## config.mk

```make
export PLATFORM = sky130hd
export DESIGN_NAME = pipe_hazard_ctrl_flat
export DESIGN_NICKNAME = d
export VERILOG_FILES = /design/src/rtl/pipe_hazard_ctrl_if.sv /design/src/rtl/pipe_hazard_ctrl.sv /design/src/flat_wrapper.sv
export SDC_FILE = /design/constraint.sdc
export NUM_CORES = 1
export LEC_CHECK = 0
export ABC_AREA = 1
export ABC_CLOCK_PERIOD_IN_PS = 2990
export BUFFER_PORTS_ARGS = -buffer_cell sky130_fd_sc_hd__buf_4
export CORE_ASPECT_RATIO = 0.9
export CORE_MARGIN = 10
export CORE_UTILIZATION = 60
export DETAILED_ROUTE_END_ITERATION = 8
export PLACE_DENSITY = 0.86
export SYNTH_ARGS = -nofsm -noshare
export SYNTH_HDL_FRONTEND = slang
export SYNTH_SLANG_ARGS = --single-unit
export TNS_END_PERCENT = 10
```

## constraint.sdc

```tcl
create_clock -name clk -period 2.99 [get_ports clk]
set_input_delay 0.1495 -clock clk [delete_from_list [all_inputs] [get_ports clk]]
set_output_delay 0.1495 -clock clk [all_outputs]
set_load 0.005 [all_outputs]
```

## src/rtl/pipe_hazard_ctrl_if.sv

```systemverilog
// Signal bundle between the 5-stage pipeline and pipe_hazard_ctrl.
// The pipeline side uses the master modport and the controller uses slave.
//
// Memory handshake: mem_req is raised by MEM when it starts an access and is
// held until completion. mem_ready high in a cycle means the access finishes
// in that cycle. If mem_req and mem_ready are both high in the first cycle,
// the access completes in a single cycle and causes no freeze. mem_ready is
// only meaningful while mem_req is high or an access is outstanding.
interface pipe_hazard_ctrl_if #(
  parameter int unsigned CNT_W = 16
);
  // ID stage operands
  logic             id_valid;
  logic [3:0]       id_src1;
  logic [3:0]       id_src2;
  logic             id_two_src;
  // EXE and MEM producers
  logic [3:0]       ex_dest;
  logic             ex_wb_en;
  logic             ex_mem_r_en;
  logic [3:0]       mem_dest;
  logic             mem_wb_en;
  // Branch and memory events
  logic             branch_taken;
  logic             mem_req;
  logic             mem_ready;
  logic             stat_clr;
  // Pipeline controls
  logic             freeze_pc;
  logic             flush_if_id;
  logic             bubble_id_ex;
  logic             freeze_all;
  // Status, statistics and debug
  logic             mem_err;
  logic [CNT_W-1:0] stall_cnt;
  logic [CNT_W-1:0] wait_cnt;
  logic [1:0]       state_dbg;

  modport master (
    output id_valid, id_src1, id_src2, id_two_src,
    output ex_dest, ex_wb_en, ex_mem_r_en, mem_dest, mem_wb_en,
    output branch_taken, mem_req, mem_ready, stat_clr,
    input  freeze_pc, flush_if_id, bubble_id_ex, freeze_all,
    input  mem_err, stall_cnt, wait_cnt, state_dbg
  );

  modport slave (
    input  id_valid, id_src1, id_src2, id_two_src,
    input  ex_dest, ex_wb_en, ex_mem_r_en, mem_dest, mem_wb_en,
    input  branch_taken, mem_req, mem_ready, stat_clr,
    output freeze_pc, flush_if_id, bubble_id_ex, freeze_all,
    output mem_err, stall_cnt, wait_cnt, state_dbg
  );
endinterface

```

## src/rtl/pipe_hazard_ctrl.sv

```systemverilog
// Pipeline sequencing controller for the 5-stage core.
// Decides freeze / bubble / flush each cycle, freezes the whole pipe during
// multi-cycle memory accesses with a WAIT_MAX timeout abort, and keeps
// saturating stall / wait statistics plus a sticky memory-error flag.
// Optional feature macro: PIPE_FORWARDING_EN (load-use-only hazard check).
module pipe_hazard_ctrl #(
  parameter int unsigned WAIT_MAX = 255,
  parameter int unsigned CNT_W    = 16
) (
  input logic               clk,
  input logic               rst,
  pipe_hazard_ctrl_if.slave bus
);

  typedef enum logic [1:0] {
    RUN      = 2'd0,
    MEM_WAIT = 2'd1
  } state_t;

  localparam logic [15:0]      WAIT_MAX_L = 16'(WAIT_MAX);
  localparam logic [CNT_W-1:0] CNT_MAX    = '1;

  state_t           state_q, state_d;
  logic [15:0]      tmo_q, tmo_d;
  logic [CNT_W-1:0] stall_cnt_q, stall_cnt_d;
  logic [CNT_W-1:0] wait_cnt_q, wait_cnt_d;
  logic             mem_err_q, mem_err_d;

  logic hz_ex;
  logic hazard;
  logic abort;
  logic freeze_pc_raw, flush_raw, bubble_raw, freeze_all_raw;
  logic freeze_pc, flush_if_id, bubble_id_ex, freeze_all;

  // RAW dependency of the ID instruction on the EXE producer
  always_comb begin
    hz_ex = bus.ex_wb_en &
            ((bus.ex_dest == bus.id_src1) |
             (bus.id_two_src & (bus.ex_dest == bus.id_src2)));
  end

`ifdef PIPE_FORWARDING_EN
  // Forwarding covers everything except a load result still in EXE
  always_comb begin
    hazard = bus.id_valid & hz_ex & bus.ex_mem_r_en;
  end
`else
  logic hz_mem;

  // Without forwarding any pending write in EXE or MEM must be waited out
  always_comb begin
    hz_mem = bus.mem_wb_en &
             ((bus.mem_dest == bus.id_src1) |
              (bus.id_two_src & (bus.mem_dest == bus.id_src2)));
    hazard = bus.id_valid & (hz_ex | hz_mem);
  end
`endif

  // Control decode and next-state / timeout logic
  always_comb begin
    logic eval;
    eval           = 1'b0;
    abort          = 1'b0;
    freeze_pc_raw  = 1'b0;
    flush_raw      = 1'b0;
    bubble_raw     = 1'b0;
    freeze_all_raw = 1'b0;
    state_d        = state_q;
    tmo_d          = tmo_q;

    unique case (state_q)
      RUN: begin
        if (bus.mem_req & ~bus.mem_ready) begin
          // First cycle of a multi-cycle access counts as one wait cycle
          freeze_all_raw = 1'b1;
          state_d        = MEM_WAIT;
          tmo_d          = 16'd1;
        end else begin
          eval = 1'b1;
        end
      end
      MEM_WAIT: begin
        if (bus.mem_ready) begin
          eval    = 1'b1;
          state_d = RUN;
          tmo_d   = 16'd0;
        end else if (tmo_q == WAIT_MAX_L) begin
          // Give up: release the pipe this cycle and flag the error
          abort   = 1'b1;
          state_d = RUN;
          tmo_d   = 16'd0;
        end else begin
          freeze_all_raw = 1'b1;
          tmo_d          = tmo_q + 16'd1;
        end
      end
      default: begin
        state_d = RUN;
        tmo_d   = 16'd0;
      end
    endcase

    // Branch wins over hazard: the stalled ID instruction is discarded anyway
    if (eval) begin
      if (bus.branch_taken) begin
        flush_raw  = 1'b1;
        bubble_raw = 1'b1;
      end else if (hazard) begin
        freeze_pc_raw = 1'b1;
        bubble_raw    = 1'b1;
      end
    end
  end

  // Controls are held low for as long as reset is asserted
  always_comb begin
    freeze_pc    = freeze_pc_raw  & rst;
    flush_if_id  = flush_raw      & rst;
    bubble_id_ex = bubble_raw     & rst;
    freeze_all   = freeze_all_raw & rst;
  end

  // Saturating statistics and sticky error; clear beats increment
  always_comb begin
    stall_cnt_d = stall_cnt_q;
    wait_cnt_d  = wait_cnt_q;
    mem_err_d   = mem_err_q | abort;
    if (bus.stat_clr) begin
      stall_cnt_d = '0;
      wait_cnt_d  = '0;
      mem_err_d   = 1'b0;
    end else begin
      if (freeze_pc & ~freeze_all & (stall_cnt_q != CNT_MAX)) begin
        stall_cnt_d = stall_cnt_q + 1'b1;
      end
      if (freeze_all & (wait_cnt_q != CNT_MAX)) begin
        wait_cnt_d = wait_cnt_q + 1'b1;
      end
    end
  end

  // State, timeout and statistics registers
  always_ff @(posedge clk or negedge rst) begin
    if (!rst) begin
      state_q     <= RUN;
      tmo_q       <= 16'd0;
      stall_cnt_q <= '0;
      wait_cnt_q  <= '0;
      mem_err_q   <= 1'b0;
    end else begin
      state_q     <= state_d;
      tmo_q       <= tmo_d;
      stall_cnt_q <= stall_cnt_d;
      wait_cnt_q  <= wait_cnt_d;
      mem_err_q   <= mem_err_d;
    end
  end

  // Drive the bundle outputs
  always_comb begin
    bus.freeze_pc    = freeze_pc;
    bus.flush_if_id  = flush_if_id;
    bus.bubble_id_ex = bubble_id_ex;
    bus.freeze_all   = freeze_all;
    bus.mem_err      = mem_err_q;
    bus.stall_cnt    = stall_cnt_q;
    bus.wait_cnt     = wait_cnt_q;
    bus.state_dbg    = state_q;
  end

endmodule
```

## src/flat_wrapper.sv

```systemverilog
// flat-port wrapper written by rule: the top's interface ports become plain ports
module pipe_hazard_ctrl_flat 
#(
  parameter int unsigned WAIT_MAX = 255,
  parameter int unsigned CNT_W    = 16
)
  (clk, rst, bus_id_valid, bus_id_src1, bus_id_src2, bus_id_two_src, bus_ex_dest, bus_ex_wb_en, bus_ex_mem_r_en, bus_mem_dest, bus_mem_wb_en, bus_branch_taken, bus_mem_req, bus_mem_ready, bus_stat_clr, bus_freeze_pc, bus_flush_if_id, bus_bubble_id_ex, bus_freeze_all, bus_mem_err, bus_stall_cnt, bus_wait_cnt, bus_state_dbg);
  pipe_hazard_ctrl_if #(.CNT_W(CNT_W)) bus_i ();
  input logic clk;
  input logic rst;
  input wire logic [$bits(bus_i.id_valid)-1:0] bus_id_valid;
  input wire logic [$bits(bus_i.id_src1)-1:0] bus_id_src1;
  input wire logic [$bits(bus_i.id_src2)-1:0] bus_id_src2;
  input wire logic [$bits(bus_i.id_two_src)-1:0] bus_id_two_src;
  input wire logic [$bits(bus_i.ex_dest)-1:0] bus_ex_dest;
  input wire logic [$bits(bus_i.ex_wb_en)-1:0] bus_ex_wb_en;
  input wire logic [$bits(bus_i.ex_mem_r_en)-1:0] bus_ex_mem_r_en;
  input wire logic [$bits(bus_i.mem_dest)-1:0] bus_mem_dest;
  input wire logic [$bits(bus_i.mem_wb_en)-1:0] bus_mem_wb_en;
  input wire logic [$bits(bus_i.branch_taken)-1:0] bus_branch_taken;
  input wire logic [$bits(bus_i.mem_req)-1:0] bus_mem_req;
  input wire logic [$bits(bus_i.mem_ready)-1:0] bus_mem_ready;
  input wire logic [$bits(bus_i.stat_clr)-1:0] bus_stat_clr;
  output wire logic [$bits(bus_i.freeze_pc)-1:0] bus_freeze_pc;
  output wire logic [$bits(bus_i.flush_if_id)-1:0] bus_flush_if_id;
  output wire logic [$bits(bus_i.bubble_id_ex)-1:0] bus_bubble_id_ex;
  output wire logic [$bits(bus_i.freeze_all)-1:0] bus_freeze_all;
  output wire logic [$bits(bus_i.mem_err)-1:0] bus_mem_err;
  output wire logic [$bits(bus_i.stall_cnt)-1:0] bus_stall_cnt;
  output wire logic [$bits(bus_i.wait_cnt)-1:0] bus_wait_cnt;
  output wire logic [$bits(bus_i.state_dbg)-1:0] bus_state_dbg;
  assign bus_i.id_valid = bus_id_valid;
  assign bus_i.id_src1 = bus_id_src1;
  assign bus_i.id_src2 = bus_id_src2;
  assign bus_i.id_two_src = bus_id_two_src;
  assign bus_i.ex_dest = bus_ex_dest;
  assign bus_i.ex_wb_en = bus_ex_wb_en;
  assign bus_i.ex_mem_r_en = bus_ex_mem_r_en;
  assign bus_i.mem_dest = bus_mem_dest;
  assign bus_i.mem_wb_en = bus_mem_wb_en;
  assign bus_i.branch_taken = bus_branch_taken;
  assign bus_i.mem_req = bus_mem_req;
  assign bus_i.mem_ready = bus_mem_ready;
  assign bus_i.stat_clr = bus_stat_clr;
  assign bus_freeze_pc = bus_i.freeze_pc;
  assign bus_flush_if_id = bus_i.flush_if_id;
  assign bus_bubble_id_ex = bus_i.bubble_id_ex;
  assign bus_freeze_all = bus_i.freeze_all;
  assign bus_mem_err = bus_i.mem_err;
  assign bus_stall_cnt = bus_i.stall_cnt;
  assign bus_wait_cnt = bus_i.wait_cnt;
  assign bus_state_dbg = bus_i.state_dbg;
  pipe_hazard_ctrl #(.WAIT_MAX(WAIT_MAX), .CNT_W(CNT_W)) u_core (.clk(clk), .rst(rst), .bus(bus_i));
endmodule
```

## Word-level counts from Yosys, hierarchy flattened

Index checks and enable logic that the tools add are counted.

- Flip-flop bits (word level): 51
- Logic and storage cells: 71
- Bits of input ports: 27

- Eq/ne operators: 10
- Reductions and logical operators: 4
- Add/sub/neg operators: 3
- Muxes and demuxes: 30
- Bitwise logic cells: 19

Operator list:

| kind | number |
|---|---|
| $mux W16 | 7 |
| $add A16 B1 Y16 const B | 3 |
| $ne A16 B16 Y1 const B | 2 |
| $pmux W16 S2 | 1 |
| $eq A16 B8 Y1 const B | 1 |
| $eq A4 B4 Y1 | 4 |
| $mux W1 | 16 |
| $and A1 B1 Y1 | 13 |
| $mux W2 | 3 |
| $or A1 B1 Y1 | 4 |
| $pmux W1 S2 | 2 |
| $pmux W2 S2 | 1 |
| $reduce_bool A2 Y1 | 2 |
| $ne A3 B2 Y1 const B | 1 |
| $eq A2 B1 Y1 const B | 1 |
| $logic_not A2 Y1 | 1 |
| $ne A2 B1 Y1 const B | 1 |
| $not A1 Y1 | 2 |
| $reduce_and A2 Y1 | 1 |

## Longest topological paths before layout

Gate-level depths: netlist of run 1.

- Word-level depth: 14
- Gate-level depth with buffers: 13
- Depth with buffers taken out: 13

## Worst setup path after synthesis of run 1

OpenSTA, ideal clock, no wires.

- Kind: register to register
- From: register u_core.wait_cnt_q[0] (netlist: u_core.bus.wait_cnt[0])
- To: register u_core.wait_cnt_q[10] (netlist: u_core.bus.wait_cnt[10])
- Arrival: 1666 ps
- Stages on the path, launching flop included: 10
- Setup time: 117 ps
- Required time: 2873 ps
- Buffers on the path: 1
- Slack: 1207 ps
- Cells stage by stage: dfrtp_1 -> ha_1 -> nand2_2 -> nor2_4 -> nand2_4 -> o311ai_4 -> nand2_4 -> buf_6 -> nand2_1 -> nand2_1

- Longest elaborated chain between the ends: 3

RTL lines:

| element | RTL line | text |
|---|---|---|
| start: declaration | pipe_hazard_ctrl.sv:26 | `logic [CNT_W-1:0] wait_cnt_q, wait_cnt_d;` |
| start signal: assignment | pipe_hazard_ctrl.sv:154 | `wait_cnt_q <= wait_cnt_d;` |
| $add A16 B1 Y16 / $ne A16 B16 Y1 (equally long branches) | pipe_hazard_ctrl.sv:137, pipe_hazard_ctrl.sv:136 |  |
| $mux W16 / $and A1 B1 Y1 (equally long branches) | pipe_hazard_ctrl.sv:136 | `if (freeze_all & (wait_cnt_q != CNT_MAX)) begin` |
| $mux W16 / $reduce_bool A2 Y1 (equally long branches) | - |  |

Several ways; a longest one is shown, not always the timed one. The select of a mux whose other input is x is not followed.
A chain may end at the register's enable or synchronous reset.

## Final worst setup path of run 1

- From: register u_core.stall_cnt_q[0] (netlist: u_core.bus.stall_cnt[0])
- To: register u_core.stall_cnt_q[12] (netlist: u_core.bus.stall_cnt[12])

- Longest elaborated chain between the ends: 3

RTL lines:

| element | RTL line | text |
|---|---|---|
| start: declaration | pipe_hazard_ctrl.sv:25 | `logic [CNT_W-1:0] stall_cnt_q, stall_cnt_d;` |
| start signal: assignment | pipe_hazard_ctrl.sv:153 | `stall_cnt_q <= stall_cnt_d;` |
| $add A16 B1 Y16 / $ne A16 B16 Y1 (equally long branches) | pipe_hazard_ctrl.sv:134, pipe_hazard_ctrl.sv:133 |  |
| $mux W16 / $and A1 B1 Y1 (equally long branches) | pipe_hazard_ctrl.sv:133 | `if (freeze_pc & ~freeze_all & (stall_cnt_q != CNT_MAX)) begin` |
| $mux W16 / $reduce_bool A2 Y1 (equally long branches) | - |  |

Several ways; a longest one is shown, not always the timed one. The select of a mux whose other input is x is not followed.

==> load_flow_metrics.sql, run 1 <==
INSERT INTO impl_metrics (metric_group, metric, value, unit) VALUES
('setup_path', 'regToRegEndpoint', 'u_core.bus.stall_cnt[12]', ''),
('timing', 'fin_crit', '2085', 'ps'),
('layout', 'area.growth.synth_to_final', '16.82', '%'),
('yosys', 'distinct_cell_type_count_after_synthesis', '37', ''),
('clocking', 'clk_pin_slew', '100', 'ps'),
('floorplan', 'floorplan.core_area', '5628', 'sq um'),
('clocking', 'max-clock-path-buffers', '2', ''),
('global_route', 'groute.usage.overall', '0.1878', ''),
('power_and_ir_drop', 'internal-power', '992.4', 'uW'),
('floorplan', 'chipHeight', '91.79', 'um'),
('yosys', 'syn_area', '3436', 'sq um'),
('power_and_ir_drop', 'power.switching_fraction', '0.2820', ''),
('timing', 'finalClockSkew', '10.50', 'ps'),
('floorplan', 'rows', '26', ''),
('timing', 'timing.final.crit_share', '0.6973', ''),
('setup_path', 'worst_setup_path_end_kind', 'flip-flop', ''),
('setup_path', 'critical_path.max_stage_delay', '420', 'ps'),
('global_route', 'grt.overflow.total', '0', ''),
('timing', 'rsz0062_at_grt', 'no', ''),
('setup_path', 'timing.critical_path.max_delay_family', 'simple AND/OR/NAND/NOR gates', ''),
('timing', 'slew_viol_final', '0', ''),
('power_and_ir_drop', 'clock_power_share', '0.324', ''),
('layout', 'layout.cells.most_common', 'sky130_fd_sc_hd__nand2_1', ''),
('placement', 'detailedPlace.worstSlack', '908.5', 'ps'),
('timing', 'finalHoldViolations', '0', ''),
('setup_path', 'cpMostUsedCell', 'sky130_fd_sc_hd__nand2_1', ''),
('yosys', 'syn-num-nets', '518', ''),
('route', 'drt-total-wl', '8664', 'um'),
('route', 'wire_per_inst', '13.97', 'um'),
('flow_run', 'drv_cap', '0', ''),
('global_route', 'initial_antenna_violation_count', '0', ''),
('yosys', 'ys.warnings.count', '0', ''),
('floorplan', 'fp.dieW', '99.77', 'um'),
('placement', 'gp_routability_congestion', '0.9171', ''),
('floorplan', 'start_util', '0.6105', ''),
('clocking', 'h_tree_depth', '2', ''),
('yosys', 'synth.avg_cell_area', '7.041', 'sq um'),
('min_path', 'hp_start', 'bus_mem_ready', ''),
('yosys', 'netlist_top_cells_area', 'sky130_fd_sc_hd__dfrtp_1, sky130_fd_sc_hd__nand2_1, sky130_fd_sc_hd__nor2_1, sky130_fd_sc_hd__nand3_1, sky130_fd_sc_hd__xor2_1', ''),
('yosys', 'post_synth_inst_count', '488', ''),
('placement', 'io_buffers', '63', ''),
('layout', 'post_route_cells_drive_above_1_share', '0.1727', ''),
('yosys', 'yosys_most_used_dff', 'sky130_fd_sc_hd__dfrtp_1', ''),
('layout', 'n_fill_cell', '481', ''),
('layout', 'most_used_cells_in_the_layout_excluding_fill_and_tap_cells', 'sky130_fd_sc_hd__nand2_1, sky130_fd_sc_hd__nor2_1, sky130_fd_sc_hd__buf_4, sky130_fd_sc_hd__dfrtp_1, sky130_fd_sc_hd__nand3_1', ''),
('power_and_ir_drop', 'power_density', '344.4', 'nW/um^2'),
('setup_path', 'path_class', 'flip-flop to flip-flop', ''),
('global_route', 'grt_pass1_wl', '14680', 'um'),
('layout', 'diodes', '0', ''),
('setup_path', 'data_arrival_time_of_the_critical_path', '2280', 'ps'),
('layout', 'final_core_util', '0.7132', ''),
('power_and_ir_drop', 'comb_power_share', '0.156', ''),
('global_route', 'first_global_vias', '3229', ''),
('min_path', 'hold_path.class', 'primary input to flip-flop', ''),
('power_and_ir_drop', 'share_seq_of_total_power', '0.520', ''),
('power_and_ir_drop', 'total_switching_power', '389.8', 'uW'),
('clocking', 'clock_tree_from_tritoncts', 'yes', ''),
('yosys', 'synth.yosys.seq_area_share', '0.3642', ''),
('route', 'detail_route.iter0.violations', '244', ''),
('timing', 'worst_slew_pin_slew', '565.5', 'ps'),
('route', 'detail-route-antenna-nets', '0', ''),
('route', 'detail_route.vias_per_cell', '5.481', ''),
('route', 'dr_total_vias', '3398', ''),
('yosys', 'fraction_of_synthesized_cell_area_taken_by_the_top_area_cell_type', '0.3642', ''),
('yosys', 'yosysTopAreaCell', 'sky130_fd_sc_hd__dfrtp_1', ''),
('timing', 'fin_ws', '905.1', 'ps'),
('run_status', 'run_status', 'complete, no violations', ''),
('yosys', 'synth-edff-count', '0', ''),
('setup_path', 'critical_path_required', '3180', 'ps'),
('route', 'detail_route.drc_violations', '0', ''),
('min_path', 'timing.hold.worst_path_depth', '2', '');
[timing repair]
| item | 4_1_cts | 5_1_grt |
|---|---|---|
| endpoints found under the hold margin | 11 | 0 |
| setup buffers | 0 | 0 |
| hold buffers | 1 | 0 |
[Yosys cell counts (3+ instances only)]
cell / instances
sky130_fd_sc_hd__a21oi_1: 7
sky130_fd_sc_hd__buf_4: 3
sky130_fd_sc_hd__buf_6: 4
sky130_fd_sc_hd__clkbuf_1: 3
sky130_fd_sc_hd__clkbuf_8: 3
sky130_fd_sc_hd__dfrtp_1: 50
sky130_fd_sc_hd__ha_1: 3
sky130_fd_sc_hd__inv_1: 48
sky130_fd_sc_hd__nand2_1: 148
sky130_fd_sc_hd__nand2_2: 4
sky130_fd_sc_hd__nand2_4: 3
sky130_fd_sc_hd__nand3_1: 49
sky130_fd_sc_hd__nand4_1: 6
sky130_fd_sc_hd__nor2_1: 74
sky130_fd_sc_hd__nor2_2: 4
sky130_fd_sc_hd__nor3_1: 11
sky130_fd_sc_hd__nor3b_1: 4
sky130_fd_sc_hd__o21ai_0: 12
sky130_fd_sc_hd__xnor2_1: 7
sky130_fd_sc_hd__xor2_1: 22
[power by group through the flow]
stage / Clock, mW / Sequential, mW / Combinational, mW
after CTS: 0.457 / 0.718 / 0.218
after global placement: 0 / 0.729 / 0.208
final: 0.448 / 0.718 / 0.216
after detailed placement: 0 / 0.731 / 0.216
after floorplan: 0 / 0.727 / 0.124
after global routing: 0.486 / 0.722 / 0.246
[metal layers]
metal  share of wire  up-vias  track usage
li1                -     1657            -
met1            0.44     1581       0.2371
met2            0.47      139       0.3044
met3           0.071       21      0.04501
met4           0.020        0      0.06802
met5               0        -            0
[worst max-delay path by stage]
stage          depth (start not counted)                        to                    start
3_3_place_gp                          10   u_core.bus.stall_cnt[3]  u_core.bus.stall_cnt[0]
5_1_grt                               10  u_core.bus.stall_cnt[12]  u_core.bus.stall_cnt[0]
3_5_place_dp                          10  u_core.bus.stall_cnt[12]  u_core.bus.stall_cnt[0]
4_1_cts                               10  u_core.bus.stall_cnt[12]  u_core.bus.stall_cnt[0]
2_1_floorplan                          9   u_core.bus.wait_cnt[10]   u_core.bus.wait_cnt[0]
6_report                              10  u_core.bus.stall_cnt[12]  u_core.bus.stall_cnt[0]
[flip-flops by register name, summed over array words and instances, names as in the netlist]
| name | cells |
|---|---|
| u_core.bus.stall_cnt | 16 |
| u_core.bus.wait_cnt | 16 |
| u_core.tmo_q | 16 |
| u_core.bus.mem_err | 1 |
| u_core.bus.state_dbg | 1 |
[stage by stage]
stage          instances  cell area (sq um)  total power, mW  hold slack (ps)
6_report             620               4014            1.382            42.53
5_1_grt              620               4014            1.453            44.02
4_1_cts              620               4014            1.392            36.83
3_5_place_dp         611               3899           0.9466            33.30
3_3_place_gp         611               3899           0.9377            28.50
2_1_floorplan        488               3436           0.8515           -146.1
[final cells by class]
cell class              instances  area (sq um)  area share
clock buffers                   7         96.34     0.02400
clock inverters                 1         8.758    0.002182
inverters                      50         187.7     0.04676
multi-input cells             375          1877      0.4676
flip-flops and latches         50          1251      0.3117
well taps                      70         87.58     0.02182
repair buffers                 67         505.5      0.1259
[worst reg2reg max path, stage by stage (launching register included)]
cell,delay [ps]
sky130_fd_sc_hd__dfrtp_1,420
sky130_fd_sc_hd__ha_1,220
sky130_fd_sc_hd__nand3_1,120
sky130_fd_sc_hd__nor2_2,170
sky130_fd_sc_hd__nand2_2,130
sky130_fd_sc_hd__nor3_4,180
sky130_fd_sc_hd__nand3_2,120
sky130_fd_sc_hd__nand4_4,260
sky130_fd_sc_hd__nand2_4,190
sky130_fd_sc_hd__nand2_1,110
sky130_fd_sc_hd__nand2_1,50
[logic make-up after synthesis]
| logic type | share of synthesized area |
|---|---|
| and+or+nand+nor | 0.4079 |
| DFF | 0.3642 |
| other | 0.001091 |
| xor gates and xnor gates | 0.07392 |
| adders and majority gates | 0.01093 |
| buffers and inverters | 0.08958 |
| AOI/OAI and AO/OA | 0.05244 |
(Power assumes the default switching activity.)
==> inputs of run 2 (changes only) <==
--- a/config.mk
+++ b/config.mk
@@ -6,13 +6,13 @@
 export NUM_CORES = 1
 export LEC_CHECK = 0
 export ABC_AREA = 1
-export ABC_CLOCK_PERIOD_IN_PS = 2990
+export ABC_CLOCK_PERIOD_IN_PS = 1910
 export BUFFER_PORTS_ARGS = -buffer_cell sky130_fd_sc_hd__buf_4
 export CORE_ASPECT_RATIO = 0.9
 export CORE_MARGIN = 10
-export CORE_UTILIZATION = 60
+export CORE_UTILIZATION = 51
 export DETAILED_ROUTE_END_ITERATION = 8
-export PLACE_DENSITY = 0.86
+export PLACE_DENSITY = 0.77
 export SYNTH_ARGS = -nofsm -noshare
 export SYNTH_HDL_FRONTEND = slang
 export SYNTH_SLANG_ARGS = --single-unit
==> constraint.sdc (replaced) <==
create_clock -name clk -period 1.91 [get_ports clk]
set_input_delay 0.0955 -clock clk [delete_from_list [all_inputs] [get_ports clk]]
set_output_delay 0.0955 -clock clk [all_outputs]
set_load 0.005 [all_outputs]
==> load_flow_metrics.sql, run 2 (same netlist as run 1, synthesis figures left out) <==
INSERT INTO impl_metrics (metric_group, metric, value, unit) VALUES
('run_status', 'run_status', 'complete, no violations', ''),
('layout', 'multi_input_area', '1972', 'sq um'),
('timing', 'slew_viol_final', '0', ''),
('clocking', 'cts.sink_count', '50', ''),
('global_route', 'initial_antenna_violation_count', '0', ''),
('setup_path', 'worst_setup_path_end_kind', 'flip-flop', ''),
('floorplan', 'start_util', '0.5244', ''),
('global_route', 'grt.overflow.total', '0', ''),
('timing', 'final.hold.worst_slack', '189.6', 'ps'),
('timing', 'rsz0062_at_grt', 'yes', ''),
('layout', 'most_used_cells_in_the_layout_excluding_fill_and_tap_cells', 'sky130_fd_sc_hd__nand2_1, sky130_fd_sc_hd__buf_4, sky130_fd_sc_hd__nor2_1, sky130_fd_sc_hd__dfrtp_1', ''),
('clocking', 'h_tree_depth', '2', ''),
('route', 'wire_per_inst', '13.37', 'um'),
('timing', 'timing.final.crit_share', '0.9573', ''),
('timing', 'finalSetupViolCount', '0', ''),
('route', 'drt-total-wl', '8747', 'um'),
('placement', 'gp_routability_congestion', '0.9183', ''),
('placement', 'placed_cells', '640', ''),
('setup_path', 'crit_path_start_kind', 'flip-flop', ''),
('route', 'top_layer_used', 'met4', ''),
('power_and_ir_drop', 'ir_worst_vdd', '447.9', 'uV'),
('layout', 'n_fill_cell', '584', ''),
('route', 'detail_route.drc_violations', '0', ''),
('setup_path', 'worst-path-max-fanout', '16', ''),
('power_and_ir_drop', 'power_density', '499.4', 'nW/um^2'),
('layout', 'diodes', '0', ''),
('setup_path', 'data_arrival_time_of_the_critical_path', '2070', 'ps'),
('layout', 'regArea', '1251', 'sq um'),
('route', 'met2_length', '4035', 'um'),
('setup_path', 'critical_path_required', '2150', 'ps'),
('power_and_ir_drop', 'leakagePower', '2.122', 'nW'),
('min_path', 'hold_path.class', 'primary input to async pin', ''),
('clocking', 'cts_root_buffer', 'sky130_fd_sc_hd__clkbuf_8', ''),
('clocking', 'max-clock-path-buffers', '2', ''),
('clocking', 'clk-insertion-delay-late', '300', 'ps'),
('timing', 'finalClockSkew', '6.035', 'ps'),
('floorplan', 'fp.dieW', '106.5', 'um'),
('floorplan', 'rows', '28', ''),
('floorplan', 'dieArea', '10420', 'sq um'),
('setup_path', 'path_cells', 'ha_4 > nand3_4 > nor2_4 > nand2_4 > nor3_4 > nand3_2 > nand4_4 > buf_12 > nand3_1 > nand2_1', ''),
('clocking', 'clock_tree_from_tritoncts', 'yes', ''),
('setup_path', 'critical_path.max_stage_delay', '410', 'ps'),
('clocking', 'clk_pin_slew', '80', 'ps'),
('layout', 'layout.cells.most_common', 'sky130_fd_sc_hd__nand2_1', ''),
('route', 'first_pass_iteration_count_of_the_detailed_router', '4', ''),
('timing', 'timing.fmax', '0.5469', 'GHz'),
('route', 'wirelength_met1', '3928', 'um'),
('layout', 'num-nets-final', '594', ''),
('setup_path', 'path_class', 'flip-flop to flip-flop', ''),
('placement', 'detailed_place_hpwl', '6398', 'um'),
('route', 'detail_route.vias_per_cell', '5.127', ''),
('global_route', 'grt_start_max_net_pins', '34', ''),
('clocking', 'cts_made_buffers', '5', ''),
('layout', 'final_core_util', '0.6467', ''),
('flow_run', 'drv_cap', '0', ''),
('layout', 'stdcell_count', '654', ''),
('floorplan', 'ioPinCount', '66', ''),
('global_route', 'first_global_vias', '3126', ''),
('layout', 'post_route_cells_drive_above_1_share', '0.2074', ''),
('placement', 'io_buffers', '63', ''),
('timing', 'finalHoldViolations', '0', ''),
('floorplan', 'floorplan.core_area', '6551', 'sq um'),
('route', 'dr_total_vias', '3353', ''),
('timing', 'fin_ws', '81.64', 'ps'),
('global_route', 'groute.usage.overall', '0.1621', ''),
('route', 'met3_wirelength', '681', 'um'),
('floorplan', 'chipHeight', '97.87', 'um'),
('route', 'detail-route-antenna-nets', '0', ''),
('setup_path', 'worst_path_max_delay_cell', 'sky130_fd_sc_hd__dfrtp_1', ''),
('placement', 'detailedPlace.worstSlack', '89.69', 'ps'),
('layout', 'area.growth.synth_to_final', '23.31', '%'),
('route', 'detail_route.iter0.violations', '286', ''),
('global_route', 'grt_pass1_wl', '14420', 'um'),
('timing', 'fin_crit', '1828', 'ps');
==> run 2: cell types whose count changed in the layout (fill, tap and decap cells not counted), sizes merged <==
cell and change:
buf +13, clkinv -1, dlygate4sd3 +1, nand2 +1
==> run 2: final timing paths <==
| kind | cells after the start | end | start | slack, ps |
|---|---|---|---|---|
| setup / recovery | 10 | u_core.bus.stall_cnt[7] | u_core.bus.stall_cnt[1] | 80 |
| hold reg to reg | 2 | u_core.tmo_q[14] | u_core.tmo_q[14] | 500 |
| setup reg to reg | 10 | u_core.bus.stall_cnt[7] | u_core.bus.stall_cnt[1] | 80 |
| max in group asynchronous | 4 | u_core.tmo_q[4] | rst | 840 |
| hold / removal | 2 | u_core.bus.stall_cnt[14] | rst | 190 |
| min in group clk | 5 | u_core.tmo_q[0] | bus_mem_req | 210 |
==> run 2: area by class of cell <==
| cell class | count | area share |
|---|---|---|
| Clock buffer | 7 | 0.01802 |
| Inverter | 50 | 0.04430 |
| Tap cell | 90 | 0.02658 |
| Timing Repair Buffer | 81 | 0.1503 |
| Multi-Input combinational cell | 376 | 0.4654 |
| Sequential cell | 50 | 0.2953 |
==> run 2: critical path: cells and delay by family (launching register included) <==
family / cells / cell delay, ps
adder cells (fa/ha/maj): 1 / 180
buffers and inverters: 1 / 160
flip-flops: 1 / 410
AND/OR/NAND/NOR: 8 / 1020
==> run 2: layer usage <==
| layer | global-route usage | vias to the layer above |
|---|---|---|
| met2 | 0.2605 | 106 |
| met5 | 0 | - |
| met1 | 0.2089 | 1542 |
| met4 | 0.04579 | 0 |
| li1 | - | 1694 |
| met3 | 0.04336 | 11 |
==> run 2: where the power goes <==
part / total (mW) / internal, mW / switching, mW
combinational: 0.405 / 0.176 / 0.228
clock: 0.592 / 0.253 / 0.339
sequential: 1.12 / 1.09 / 0.0326
total: 2.12 / 1.52 / 0.600
==> run 2: metrics by stage <==
stage          total power, mW  setup TNS [ps]  area, sq um
4_1_cts                  2.092               0         4100
2_1_floorplan            1.333               0         3436
3_5_place_dp             1.506               0         4004
5_1_grt                  2.232          -311.0         4237
6_report                 2.116               0         4237
3_3_place_gp             1.495               0         4004
==> run 2: what timing repair did <==
item	in CTS	in global routing
endpoints found under the setup margin	0	35
buffers inserted	0	4
hold buffers	2	0
endpoints found under the hold margin	22	0
resized for setup	0	25
==> inputs of run 3 (changes only) <==
--- a/config.mk
+++ b/config.mk
@@ -8,11 +8,13 @@
 export ABC_AREA = 1
 export ABC_CLOCK_PERIOD_IN_PS = 1910
 export BUFFER_PORTS_ARGS = -buffer_cell sky130_fd_sc_hd__buf_4
+export CELL_PAD_IN_SITES_DETAIL_PLACEMENT = 0
+export CELL_PAD_IN_SITES_GLOBAL_PLACEMENT = 1
 export CORE_ASPECT_RATIO = 0.9
 export CORE_MARGIN = 10
-export CORE_UTILIZATION = 51
+export CORE_UTILIZATION = 36
 export DETAILED_ROUTE_END_ITERATION = 8
-export PLACE_DENSITY = 0.77
+export PLACE_DENSITY_LB_ADDON = 0.1
 export SYNTH_ARGS = -nofsm -noshare
 export SYNTH_HDL_FRONTEND = slang
 export SYNTH_SLANG_ARGS = --single-unit
==> load_flow_metrics.sql, run 3 (same netlist as run 1, synthesis figures left out) <==
INSERT INTO impl_metrics (metric_group, metric, value, unit) VALUES
('layout', 'num-nets-final', '608', ''),
('global_route', 'grt.overflow.total', '0', ''),
('flow_run', 'drv_cap', '0', ''),
('floorplan', 'fp.dieW', '123.0', 'um'),
('route', 'detail_route.vias_per_cell', '4.730', ''),
('setup_path', 'worst_path_max_delay_cell', 'sky130_fd_sc_hd__dfrtp_1', ''),
('global_route', 'grt_pass1_wl', '15730', 'um'),
('floorplan', 'floorplan.core_area', '9208', 'sq um'),
('global_route', 'grt_start_max_net_pins', '35', ''),
('timing', 'finalHoldViolations', '0', ''),
('route', 'detail_route.iter0.violations', '186', ''),
('clocking', 'cts_root_buffer', 'sky130_fd_sc_hd__clkbuf_8', ''),
('setup_path', 'crit_path_start_kind', 'flip-flop', ''),
('route', 'detail-route-antenna-nets', '0', ''),
('power_and_ir_drop', 'leakagePower', '2.199', 'nW'),
('floorplan', 'ioPinCount', '66', ''),
('layout', 'diodes', '0', ''),
('route', 'drt-total-wl', '9638', 'um'),
('clocking', 'clock_tree_from_tritoncts', 'yes', ''),
('floorplan', 'chipHeight', '112.7', 'um'),
('placement', 'detailed_place_hpwl', '7034', 'um'),
('setup_path', 'path_cells', 'ha_2 > nand3_2 > nor2_4 > nand2_2 > nor3_4 > nand3_2 > nand4_4 > buf_6 > nand3_1 > nand2_1', ''),
('global_route', 'first_global_vias', '3232', ''),
('clocking', 'h_tree_depth', '2', ''),
('placement', 'io_buffers', '63', ''),
('setup_path', 'data_arrival_time_of_the_critical_path', '2090', 'ps'),
('clocking', 'max-clock-path-buffers', '2', ''),
('power_and_ir_drop', 'ir_worst_vdd', '425.8', 'uV'),
('power_and_ir_drop', 'power_density', '524.2', 'nW/um^2'),
('timing', 'fin_ws', '70.04', 'ps'),
('min_path', 'hold_path.class', 'primary input to flip-flop', ''),
('timing', 'rsz0062_at_grt', 'yes', ''),
('setup_path', 'critical_path.max_stage_delay', '370', 'ps'),
('timing', 'finalSetupViolCount', '0', ''),
('floorplan', 'dieArea', '13860', 'sq um'),
('floorplan', 'rows', '33', ''),
('timing', 'final.hold.worst_slack', '212.4', 'ps'),
('floorplan', 'start_util', '0.3731', ''),
('timing', 'finalClockSkew', '13.30', 'ps'),
('setup_path', 'worst-path-max-fanout', '6', ''),
('timing', 'fin_crit', '1840', 'ps'),
('timing', 'slew_viol_final', '0', ''),
('layout', 'area.growth.synth_to_final', '28.48', '%'),
('route', 'wire_per_inst', '13.75', 'um'),
('layout', 'layout.cells.most_common', 'sky130_fd_sc_hd__nand2_1', ''),
('route', 'detail_route.drc_violations', '0', ''),
('power_and_ir_drop', 'tot_pwr', '2.314', 'mW'),
('route', 'first_pass_iteration_count_of_the_detailed_router', '4', ''),
('route', 'dr_total_vias', '3316', ''),
('setup_path', 'critical_path_required', '2160', 'ps'),
('timing', 'timing.final.crit_share', '0.9633', ''),
('clocking', 'cts.sink_count', '50', ''),
('run_status', 'run_status', 'complete, no violations', ''),
('placement', 'gp_routability_congestion', '0.8294', ''),
('clocking', 'clk_pin_slew', '100', 'ps'),
('clocking', 'clk-insertion-delay-late', '310', 'ps'),
('clocking', 'cts_made_buffers', '5', ''),
('setup_path', 'path_class', 'flip-flop to flip-flop', ''),
('timing', 'timing.fmax', '0.5435', 'GHz'),
('layout', 'post_route_cells_drive_above_1_share', '0.2383', ''),
('global_route', 'initial_antenna_violation_count', '0', ''),
('global_route', 'groute.usage.overall', '0.1364', ''),
('setup_path', 'cpMostUsedCell', 'sky130_fd_sc_hd__nand3_2', ''),
('placement', 'detailedPlace.worstSlack', '41.22', 'ps'),
('layout', 'most_used_cells_in_the_layout_excluding_fill_and_tap_cells', 'sky130_fd_sc_hd__nand2_1, sky130_fd_sc_hd__buf_4, sky130_fd_sc_hd__nor2_1, sky130_fd_sc_hd__dfrtp_1, sky130_fd_sc_hd__inv_1', ''),
('setup_path', 'worst_setup_path_end_kind', 'flip-flop', '');
==> run 3: cell count changes in the layout (fill, tap and decap cells not counted), sizes merged <==
cell,previous run,this run
bufinv,0,1
clkinvlp,0,1
clkbuf,7,6
buf,79,92
nand2,156,157
==> run 3: worst paths after layout <==
check                                          end  slack, ps  cells after the start                    start
max                        u_core.bus.stall_cnt[8]         70                     10  u_core.bus.stall_cnt[0]
min                        u_core.bus.state_dbg[0]        210                      5              bus_mem_req
max reg2reg                u_core.bus.stall_cnt[8]         70                     10  u_core.bus.stall_cnt[0]
min reg2reg                       u_core.tmo_q[14]        500                      2         u_core.tmo_q[14]
max in group asynchronous         u_core.tmo_q[10]        850                      4                      rst
min in group asynchronous  u_core.bus.state_dbg[0]        310                      3                      rst
==> run 3: worst max-delay path, delay by kind of cell, from the launching register on <==
kind,cells,cell delay (ps)
buffers and inverters,1,170
AND/OR/NAND/NOR,8,1050
flip-flops,1,370
adder cells (fa/ha/maj),1,190
==> run 3: power breakdown <==
part	internal, mW	switching, mW	leakage (nW)
Clock	0.392	0.382	0.0514
Combinational	0.187	0.241	1.46
Sequential	1.09	0.0269	0.690
==> run 3: metal layers <==
layer / up-vias / part of all wire / global-route usage
li1: 1723 / - / -
met1: 1516 / 0.49 / 0.1800
met2: 65 / 0.44 / 0.2180
met3: 12 / 0.049 / 0.03156
met4: 0 / 0.014 / 0.03646
met5: - / 0 / 0
==> run 3: cell type report <==
class                   count  area (sq um)
clock buffers               6         72.57
clock inverters             2         37.54
fillers                   976          4793
inverters                  50         187.7
multi-input cells         377          1979
flip-flops and latches     50          1251
well taps                 122         152.6
repair buffers             94         733.2
==> run 3: stage by stage <==
stage	util	instance area, sq um	instances	setup TNS (ps)
2_1_floorplan	-	3436	488	0
3_3_place_gp	0.4444	4091	680	0
3_5_place_dp	0.4444	4091	680	0
4_1_cts	0.4585	4222	690	0
5_1_grt	0.4794	4414	701	-1405
6_report	0.4794	4414	701	0
==> run 3: what timing repair did <==
item | CTS | global route
endpoints found under the setup margin | 1 | 35
gates cloned | 0 | 4
pin swaps | 0 | 20
setup buffers | 0 | 7
hold endpoints to repair | 17 | 0
resized for setup | 1 | 28
hold buffers | 2 | 0
